--- config.mk ---
export PLATFORM = sky130hd
export DESIGN_NAME = if_fetch_queue_flat
export DESIGN_NICKNAME = d
export VERILOG_FILES = /design/src/rtl/if_fetch_queue_if.sv /design/src/rtl/if_fetch_queue.sv /design/src/flat_wrapper.sv
export SDC_FILE = /design/constraint.sdc
export NUM_CORES = 1
export LEC_CHECK = 0
export BUFFER_PORTS_ARGS = -buffer_cell sky130_fd_sc_hd__buf_2
export CAP_MARGIN = 5
export CORE_ASPECT_RATIO = 0.7
export CORE_MARGIN = 5
export CORE_UTILIZATION = 61
export CTS_CLUSTER_DIAMETER = 100
export DETAILED_ROUTE_END_ITERATION = 16
export GPL_TIMING_DRIVEN = 0
export PLACE_DENSITY = 0.81
export SLEW_MARGIN = 30
export SYNTH_ARGS = -nofsm -noshare
export SYNTH_HDL_FRONTEND = slang
export SYNTH_SLANG_ARGS = --single-unit
export TNS_END_PERCENT = 1
--- constraint.sdc ---
create_clock -name clk -period 14 [get_ports clk]
set_clock_uncertainty 0.2 [all_clocks]
set_input_delay 2.8 -clock clk [delete_from_list [all_inputs] [get_ports clk]]
set_output_delay 2.8 -clock clk [all_outputs]
set_load 0.02 [all_outputs]
--- src/rtl/if_fetch_queue_if.sv ---
// IF -> ID fetch queue bundle: push side from fetch, head/stall/flush side toward decode.
interface if_fetch_queue_if #(
  parameter int PC_WIDTH   = 32,
  parameter int INST_WIDTH = 32,
  parameter int DEPTH      = 4
);
  localparam int CNT_WIDTH = $clog2(DEPTH + 1);

  logic                  in_valid;
  logic [PC_WIDTH-1:0]   PC_in;
  logic [INST_WIDTH-1:0] Instruction_in;
  logic                  in_ready;
  logic                  freeze;
  logic                  Flush;
  logic                  out_valid;
  logic [PC_WIDTH-1:0]   PC;
  logic [INST_WIDTH-1:0] Instruction;
  logic [CNT_WIDTH-1:0]  count;
  logic                  overflow;

  modport master (
    output in_valid, PC_in, Instruction_in, freeze, Flush,
    input  in_ready, out_valid, PC, Instruction, count, overflow
  );

  modport slave (
    input  in_valid, PC_in, Instruction_in, freeze, Flush,
    output in_ready, out_valid, PC, Instruction, count, overflow
  );
endinterface

--- src/rtl/if_fetch_queue.sv ---
// DEPTH-entry first-word-fall-through queue of {PC, Instruction} pairs between IF and ID,
// with freeze (ID stall), Flush (redirect), backpressure, occupancy and sticky overflow.
module if_fetch_queue #(
  parameter int PC_WIDTH   = 32,
  parameter int INST_WIDTH = 32,
  parameter int DEPTH      = 4
) (
  input logic           clk,
  input logic           rst,
  if_fetch_queue_if.slave q
);
  localparam int CNT_WIDTH = $clog2(DEPTH + 1);
  localparam int PTR_WIDTH = $clog2(DEPTH);

  logic [PC_WIDTH-1:0]   pc_mem_q   [DEPTH];
  logic [PC_WIDTH-1:0]   pc_mem_d   [DEPTH];
  logic [INST_WIDTH-1:0] inst_mem_q [DEPTH];
  logic [INST_WIDTH-1:0] inst_mem_d [DEPTH];

  logic [PTR_WIDTH-1:0] wr_ptr_q, wr_ptr_d;
  logic [PTR_WIDTH-1:0] rd_ptr_q, rd_ptr_d;
  logic [CNT_WIDTH-1:0] count_q, count_d;
  logic                 overflow_q, overflow_d;

  logic out_valid;
  logic pop;
  logic in_ready;
  logic push;

  always_comb begin
    out_valid = (count_q != '0);
    pop       = out_valid & ~q.freeze;
    in_ready  = (count_q != CNT_WIDTH'(DEPTH)) | pop;
    push      = q.in_valid & in_ready;
  end

  // Flush outranks push/pop: pointers and count restart from zero and the write is dropped.
  always_comb begin
    wr_ptr_d   = wr_ptr_q;
    rd_ptr_d   = rd_ptr_q;
    count_d    = count_q;
    overflow_d = overflow_q;
    pc_mem_d   = pc_mem_q;
    inst_mem_d = inst_mem_q;
    if (q.Flush) begin
      wr_ptr_d   = '0;
      rd_ptr_d   = '0;
      count_d    = '0;
      overflow_d = 1'b0;
    end else begin
      if (push) begin
        pc_mem_d[wr_ptr_q]   = q.PC_in;
        inst_mem_d[wr_ptr_q] = q.Instruction_in;
        wr_ptr_d             = wr_ptr_q + PTR_WIDTH'(1);
      end
      if (pop) begin
        rd_ptr_d = rd_ptr_q + PTR_WIDTH'(1);
      end
      count_d = count_q + CNT_WIDTH'(push) - CNT_WIDTH'(pop);
      if (q.in_valid & ~in_ready) begin
        overflow_d = 1'b1;
      end
    end
  end

  always_ff @(posedge clk or posedge rst) begin
    if (rst) begin
      wr_ptr_q   <= '0;
      rd_ptr_q   <= '0;
      count_q    <= '0;
      overflow_q <= 1'b0;
    end else begin
      wr_ptr_q   <= wr_ptr_d;
      rd_ptr_q   <= rd_ptr_d;
      count_q    <= count_d;
      overflow_q <= overflow_d;
    end
  end

  // Payload storage carries no reset; the head is gated whenever the queue is empty.
  always_ff @(posedge clk) begin
    pc_mem_q   <= pc_mem_d;
    inst_mem_q <= inst_mem_d;
  end

  always_comb begin
    q.in_ready    = in_ready;
    q.out_valid   = out_valid;
    q.PC          = out_valid ? pc_mem_q[rd_ptr_q] : '0;
    q.Instruction = out_valid ? inst_mem_q[rd_ptr_q] : '0;
    q.count       = count_q;
    q.overflow    = overflow_q;
  end
endmodule

--- src/flat_wrapper.sv ---
// flat-port wrapper written by rule: the top's interface ports become plain ports
module if_fetch_queue_flat 
#(
  parameter int PC_WIDTH   = 32,
  parameter int INST_WIDTH = 32,
  parameter int DEPTH      = 4
)
  (clk, rst, q_in_valid, q_PC_in, q_Instruction_in, q_freeze, q_Flush, q_in_ready, q_out_valid, q_PC, q_Instruction, q_count, q_overflow);
  if_fetch_queue_if #(.PC_WIDTH(PC_WIDTH), .INST_WIDTH(INST_WIDTH), .DEPTH(DEPTH)) q_i ();
  input logic clk;
  input logic rst;
  input wire logic [$bits(q_i.in_valid)-1:0] q_in_valid;
  input wire logic [$bits(q_i.PC_in)-1:0] q_PC_in;
  input wire logic [$bits(q_i.Instruction_in)-1:0] q_Instruction_in;
  input wire logic [$bits(q_i.freeze)-1:0] q_freeze;
  input wire logic [$bits(q_i.Flush)-1:0] q_Flush;
  output wire logic [$bits(q_i.in_ready)-1:0] q_in_ready;
  output wire logic [$bits(q_i.out_valid)-1:0] q_out_valid;
  output wire logic [$bits(q_i.PC)-1:0] q_PC;
  output wire logic [$bits(q_i.Instruction)-1:0] q_Instruction;
  output wire logic [$bits(q_i.count)-1:0] q_count;
  output wire logic [$bits(q_i.overflow)-1:0] q_overflow;
  assign q_i.in_valid = q_in_valid;
  assign q_i.PC_in = q_PC_in;
  assign q_i.Instruction_in = q_Instruction_in;
  assign q_i.freeze = q_freeze;
  assign q_i.Flush = q_Flush;
  assign q_in_ready = q_i.in_ready;
  assign q_out_valid = q_i.out_valid;
  assign q_PC = q_i.PC;
  assign q_Instruction = q_i.Instruction;
  assign q_count = q_i.count;
  assign q_overflow = q_i.overflow;
  if_fetch_queue #(.PC_WIDTH(PC_WIDTH), .INST_WIDTH(INST_WIDTH), .DEPTH(DEPTH)) u_core (.clk(clk), .rst(rst), .q(q_i));
endmodule
Word-level counts from Yosys, hierarchy flattened
Index checks and enable logic that the tools add are counted.

$add $sub $neg: 4. Multiply operators: 0. Divide/modulo/power cells: 0. Order comparisons: 3. Equal/unequal tests: 1. Shift-type cells: 0. Multiplexer cells: 19. Bitwise logic cells: 9. Reduce and logical (&&, ||, !) cells: 6.

Operators with widths (number): 128-bit bitwise mux (2); 32-bit 2-to-1 mux (7); 32-bit binary-select mux with 2-bit select (2); 32-bit demux with 2-bit select (1); 2-bit 2-to-1 mux (4); 3-bit greater-or-equal comparator (second input constant) (2); 2-bit NOT with 3-bit output (2); 2-bit nonzero test (3); 2-bit by 1-bit adder with 2-bit output (second input constant) (2); 3-bit by 1-bit adder with 3-bit output (1); 1-bit bitwise AND (3); 3-bit by 1-bit less-than comparator with 1-bit output (second input constant) (1); 3-bit 2-to-1 mux (1); 3-bit != test (second input constant) (1); 1-bit NOT (3); 3-bit nonzero test (1); 3-bit by 1-bit subtractor with 3-bit output (1); 1-bit 2-to-1 mux (2); 2-bit AND reduction (1); 1-bit logical AND (1); 1-bit bitwise OR (1).

Register bits after elaboration: 264. Bits in latches: 0. Memory bits (writable): 0. Memory bits (read-only): 0. Input port bits: 69. Output and inout bits: 70. Logic and storage cells: 54. Memories: 0.

Logic depth before layout (Yosys ltp)
Gate-level depths: netlist of run 1.

Depth in word-level cells: 7. Depth in mapped cells: 10. Gate-level depth less buffers: 9.

Least setup slack after synthesis of run 1
OpenSTA, ideal clock, no wires.

Path kind: input to register. From: in q_freeze. To: reg u_core.inst_mem_q[100] in the netlist's numbering, enable pin. Library setup time: 0.578 ns. Arrival time: 8.131 ns. Data required time: 13.222 ns. Slack: 5.091 ns. Stages: 4. Path buffers: 1. Cells stage by stage: nand4bb_1 -> clkbuf_1 -> nand2_1 -> nor3b_1.

Cells in the longest elaborated chain, start to end: 5.

Ends and longest elaborated chain: from (decl) (RTL line flat_wrapper.sv:15) `input wire logic [$bits(q_i.freeze)-1:0] q_freeze;`; 1-bit NOT (RTL line if_fetch_queue.sv:32) `pop = out_valid & ~q.freeze;`; 1-bit bitwise AND (RTL line if_fetch_queue.sv:32); 1-bit bitwise OR (RTL line if_fetch_queue.sv:33) `in_ready = (count_q != CNT_WIDTH'(DEPTH)) | pop;`; via q_in_ready (RTL line flat_wrapper.sv:17) `output wire logic [$bits(q_i.in_ready)-1:0] q_in_ready;`; 1-bit bitwise AND (RTL line if_fetch_queue.sv:34) `push = q.in_valid & in_ready;`; 2-bit AND reduction (no source line); to (signal assigned) (RTL line if_fetch_queue.sv:83) `inst_mem_q <= inst_mem_d;`; to (decl) (RTL line if_fetch_queue.sv:17) `logic [INST_WIDTH-1:0] inst_mem_q [DEPTH];`.

The timed path passes the listed nets, and every way through them passes these cells. A chain may end at the register's enable or synchronous reset.

Worst setup path after layout of run 1
From: in q_freeze. To: out q_in_ready.

Cells in the longest elaborated chain, start to end: 3.

Ends and longest elaborated chain (RTL line): 1-bit NOT (if_fetch_queue.sv:32); 1-bit bitwise AND (if_fetch_queue.sv:32); 1-bit bitwise OR (if_fetch_queue.sv:33); to (decl) (flat_wrapper.sv:17).

Every way passes these cells.

==> impl_results.md, run 1 <==
- CP required: 11.00 ns
- Finished Cell Area: around 12000 um2
- DR vias/cell: 5.69
- Setup crit end: q_in_ready
- Number of DRC markers in iteration 0: between 400 and 500
- Total Power: about 2.1 mW
- Die Span X: 164 um
- RSZ-0062 raised after global routing: false
- Pre-CTS setup slack: 7.49 ns
- Clock root buffer: clkbuf_16
- Post-layout min period: 6.54 ns
- Most numerous cell in the Yosys netlist: edfxtp_1
- Global route total overflow: 0
- Crit Reg-Reg Endpoint: u_core.pc_mem_q[9]
- First-pass GRT wire length: 30.4 mm
- Setup CP Type: input pin to output port
- Crit path from: q_freeze
- Cell taking the most area after synthesis: edfxtp_1
- Syn Area/Cell: 22.2 um2
- Tot GR Track Use: 20.3%
- CTS tree: done
- I/O pin total: 139
- CTS Hold Bufs: 0
- Synth area leaders: edfxtp_1, mux4_2, and2_1
- Synthesized Nets: 534
- Rel. slew slack: around 48%
- Hold Path Class: flop to flop
- P_leak: 4.33 nW
- DR DRC count: 0
- #FFs+latches synth: 264
- Antenna diodes: 0
- Worst reg2reg path depth: 8
- Startpoint Class: input pin
- Layout area overhead: 19.9%
- R2r setup slk: between 10 and 15 ns
- Critical R2R Launch: u_core.q.count[1]
- Synthesized area: 10200 um2
- Critical path's largest stage delay: 0.26 ns
- Cell Pwr Density: 173 nW/um2
- Distinct cell type count after synthesis: 26
- Starting Density: 62.2%
- CTS buffer count: 25
- Vias: between 5000 and 6000
- Dpl hpwl: 13.5 mm
- Vias in the first global route: 5463
- Crit-path max FO: 7
- Slew @ Worst Pin: ~0.8 ns
- Ratio of cells with drive above 1 in the final layout: 42.9%
- Final setup margin: 7.46 ns
- Core area: ~16000 um2
- Total Neg Setup Slack: 0 ns
- Final Setup Violations: 0
- Top cells by count, synth: edfxtp_1, and2_1, mux4_2
- Critical path's slowest cell: clkbuf_1
- DRT Wirelength: 19.3 mm
- Sequential share of the synthesized area: 77.5%
- Dpl cell area: 11500 um2
- Top cell type's share of synthesized area: 75.6%
- CTS H-Tree Depth: 1
- Worst Setup End Kind: output port
- Final Cycle Share: 46.7%
- Port Buffers: approximately 140
- GP Congestion: 0.721
- Cells after Synth: 459
- Average wire per standard cell: 21.4 um
- Most Frequent Cell on Critical Path: buf_2
- EDFF count, synth: around 260
- Status: finished, final reports clean
- Final ANT Viol Nets: 0
- Number of setup buffers added after CTS: 0
- Final Slew Violations: 0
- Hold WS: 0.315 ns
- Reg clk slew, reported paths: 0.06 ns
- Critical Path AT: around 3.5 ns
- Clk Latency, worst-skew pair: a little over 0.5 ns
- Die area: 19400 um2
- Top FF cell, synth: edfxtp_1
- Largest net degree at the start of global routing: 15
- Hold Fails Final Rpt: 0
- Clock Sinks: ~260
- F_max: roughly 150 MHz
- Worst-path cell chain: buf_2 -> nand4bb_1 -> clkbuf_1 -> buf_2
- Nets: about 740
- Async SR Flop Fraction: 3.03%
- Post-cts sizing count: 0
- Initial antenna violation count: 3
- Peak supply drop: 150 uV
- Yosys warning total: 0
- Max Cap Viol: 0
- Max clock buf depth: 3
- Row count: 39
- Die height: 118 um
- First-pass DRT Iterations: 5
==> cell families (layout without fill, tap and decap cells) <==
logic type / Yosys count / after routing / synth area share, %
AOI/OAI and AO/OA: 10 / 10 / 0.603
xor gates and xnor gates: 1 / 1 / 0.0861
adders and majority gates: 6 / 6 / 0.812
buffers and inverters: 30 / 251 / 1.68
DFF: 264 / 264 / 77.5
muxes: 64 / 64 / 14.2
and+or+nand+nor: 84 / 84 / 5.13
==> critical path, delay by kind of cell <==
kind,cells,cell delay [ns]
buffers and inverters,3,0.64
AND/OR/NAND/NOR,1,0.10
==> registers in the layout, indices dropped and copies added, names as in the netlist <==
name,flops
u_core.q.overflow,1
u_core.q.count,3
u_core.wr_ptr_q,2
u_core.rd_ptr_q,2
u_core.pc_mem_q,128
u_core.inst_mem_q,128
==> final cells by class <==
class | count | area [um2]
Timing Repair Buffer | 178 | 1010
Tap cell | 225 | 282
Fill cell | 984 | 4150
Clock buffer | 31 | 648
Inverter | 6 | 22.5
Buffer | 24 | 149
Clock inverter | 12 | 60.1
Multi-Input combinational cell | 165 | 2140
Sequential cell | 264 | 7890
==> layer usage <==
layer	vias up	track usage, %	share of wire [%]	wire (um)
met5	-	0	0.21	40
met4	6	3.51	1.4	278
met3	30	4.62	6.7	1300
met2	179	32.3	49	9490
met1	2659	29.9	43	8240
li1	2279	-	-	-
==> metrics by stage <==
| stage | util, % | instances |
|---|---|---|
| floorplan | - | 459 |
| global route | 74.6 | 905 |
| CTS | 74.6 | 905 |
| detailed placement | 70.3 | 862 |
| finish | 74.6 | 905 |
| global placement | 68.2 | 822 |
==> placed cells by master, fill, tap and decap left out, types with 2 or more instances in the layout <==
cell type    n
edfxtp_1   256
clkbuf_16   25
mux4_2      64
o21ai_0      2
clkinv_2     5
nor3b_2      4
dfrtp_1      8
nor3_1       2
and2_1      65
or3_1        2
clkbuf_1    17
inv_1        6
buf_8        3
a21o_1       3
buf_6        8
nor2_1       4
a21oi_1      4
buf_4       34
clkinv_1     5
ha_1         5
buf_2      146
nand3_1      2
==> worst min-delay path by stage <==
stage	start	endpoint	slack, ns	cells after the start
3_3_place_gp	u_core.q.overflow	u_core.q.overflow	0.29	2
2_1_floorplan	u_core.wr_ptr_q[0]	u_core.wr_ptr_q[0]	0.39	3
6_report	u_core.q.overflow	u_core.q.overflow	0.31	2
3_5_place_dp	u_core.q.overflow	u_core.q.overflow	0.29	2
4_1_cts	u_core.q.overflow	u_core.q.overflow	0.32	2
5_1_grt	u_core.q.overflow	u_core.q.overflow	0.41	2
==> power by group <==
part	switching, mW	total (mW)	internal (mW)
Clock	0.260	0.587	0.327
Combinational	0.363	0.608	0.245
Sequential	0.0141	0.918	0.904
Power figures use the tool's default switching activity.
==> inputs of run 2 (changes only) <==
--- a/config.mk
+++ b/config.mk
@@ -9,11 +9,11 @@
 export CAP_MARGIN = 5
 export CORE_ASPECT_RATIO = 0.7
 export CORE_MARGIN = 5
-export CORE_UTILIZATION = 61
+export CORE_UTILIZATION = 51
 export CTS_CLUSTER_DIAMETER = 100
 export DETAILED_ROUTE_END_ITERATION = 16
 export GPL_TIMING_DRIVEN = 0
-export PLACE_DENSITY = 0.81
+export PLACE_DENSITY = 0.72
 export SLEW_MARGIN = 30
 export SYNTH_ARGS = -nofsm -noshare
 export SYNTH_HDL_FRONTEND = slang
==> constraint.sdc (replaced) <==
create_clock -name clk -period 5.7 [get_ports clk]
set_clock_uncertainty 0.2 [all_clocks]
set_input_delay 1.14 -clock clk [delete_from_list [all_inputs] [get_ports clk]]
set_output_delay 1.14 -clock clk [all_outputs]
set_load 0.02 [all_outputs]
==> run 2 against run 1 <==
Against the previous run:
- clock power rose by 150%
- count of clock-buffer cells in the layout rose by 5
- largest power group unchanged
- first-iteration DRC count fell by 14%
- critical endpoint is now q_PC[11]
- die area rose by 18%
- largest cell class unchanged
==> impl_results.md, run 2 (synthesis gave the netlist of run 1 again) <==
- Status: finished, final reports clean
- Startpoint Class: flop
- DR vias/cell: 5.36
- Global route total overflow: 0
- Clk Latency, worst-skew pair: 0.50 ns
- Non-filler cells, final: 948
- GP Congestion: between 0.7 and 0.8
- Die height: 128 um
- Vias: 5084
- First-pass DRT Iterations: 4
- Critical Path AT: roughly 2.5 ns
- Final Cycle Share: 67.2%
- Number of DRC markers in iteration 0: around 420
- Number of setup buffers added after CTS: 0
- First-pass GRT wire length: 30.7 mm
- Setup CP Type: flop to output port
- Clock Sinks: 264
- DRT Wirelength: 19.7 mm
- Delay-heaviest family, CP: buffers and inverters
- RSZ-0062 raised after global routing: false
- Hold Fails Final Rpt: 0
- Inst Count DP: 906
- Rel. slew slack: a little over half
- Largest net degree at the start of global routing: 15
- Tot GR Track Use: roughly 18%
- Commonest non-fill, non-tap cell in the layout: edfxtp_1
- Row count: 43
- CP required: 4.36 ns
- Critical path's largest stage delay: 0.49 ns
- Die Span X: 179 um
- Slew @ Worst Pin: 0.697 ns
- Average wire per standard cell: 20.8 um
- Starting Density: 51.7%
- CTS H-Tree Depth: 1
- Post-cts sizing count: 0
- Final ANT Viol Nets: 0
- Nets: 738
- Vias in the first global route: 5449
- Port Buffers: 138
- F_max: 261 MHz
- Max clock buf depth: 3
- Final Setup Violations: 0
- Buf+Inv Stages, Crit Path: 4
- Most Frequent Cell on Critical Path: clkbuf_1
- Hold WS: 0.348 ns
- Layout area overhead: 20.3%
- Finished Cell Area: 12200 um2
- Clock root buffer: clkbuf_16
- Worst Setup End Kind: output port
- I/O pin total: between 100 and 150
- Worst-path cell chain: nor3_2 -> inv_1 -> clkbuf_1 -> clkbuf_1 -> and2_1 -> buf_2
- Cell Pwr Density: around 420 nW/um2
- CTS buffer count: 25
- Most frequent cells in the layout: edfxtp_1, buf_2, and2_1, mux4_2, buf_4
- Die area: 22900 um2
- Dpl cell area: about 12000 um2
- Dpl hpwl: 13.9 mm
- Ratio of cells with drive above 1 in the final layout: 42.4%
- Final Slew Violations: 0
- Max Cap Viol: 0
- Worst reg2reg path depth: 8
- Levels on crit path: 6
- P_leak: roughly 4.3 nW
- Reg clk slew, reported paths: around 0.06 ns
- Post-layout min period: 3.83 ns
- Initial antenna violation count: 0
- Hold depth: 2
- Hold Path Class: flop to flop
- CTS Hold Bufs: 0
- CTS tree: done
- Peak supply drop: 253 uV
- Crit-path max FO: 10
- Total Power: approximately 5.2 mW
- Util after Layout: 62.1%
- Critical path's slowest cell: dfrtp_1
- Core area: 19700 um2
- DR DRC count: 0
run 2: per-layer routing:
layer	GRT usage (%)	wire, um
met1	25.9	8650
met2	28.0	9530
met3	3.60	1200
met4	3.38	331
met5	0.219	0
run 2: stage by stage:
stage | TNS [ns] | worst slack, ns
2_1_floorplan | -394.01 | -1.55
3_3_place_gp | -1350.10 | -5.38
3_5_place_dp | 0 | 1.80
4_1_cts | 0 | 1.82
5_1_grt | 0 | 1.70
6_report | 0 | 1.87
run 2: path summary, 6_finish.rpt:
check,start,endpoint,slack (ns)
max,u_core.q.count[1],q_PC[11],1.87
min,u_core.q.overflow,u_core.q.overflow,0.35
max reg2reg,u_core.q.count[1],u_core.inst_mem_q[106],2.56
min reg2reg,u_core.q.overflow,u_core.q.overflow,0.35
max in group asynchronous,rst,u_core.q.count[2],4.67
min in group asynchronous,rst,u_core.rd_ptr_q[1],0.39
run 2: area by class of cell:
type	count	area, um2
sequential	264	7890
fill	1431	7450
multi-input combinational	165	2140
timing repair buffer	177	1000
clock buffer	36	677
tap	270	338
buffer	24	149
clock inverter	5	23.8
inverter	6	22.5
antenna	1	2.50
run 2: power breakdown:
part / total, mW / internal (mW) / switching, mW
sequential: 2.26 / 2.22 / 0.0367
combinational: 1.49 / 0.598 / 0.891
clock: 1.45 / 0.816 / 0.631
total: 5.19 / 3.64 / 1.56
run 2: worst register-to-register path, cell delays in order (launching register included):
cell,delay [ns]
dfrtp_1,0.49
nand4bb_1,0.17
clkbuf_1,0.26
nand2_1,0.23
nor3b_2,0.65
buf_6,0.24
buf_4,0.19
buf_4,0.21
buf_4,0.21
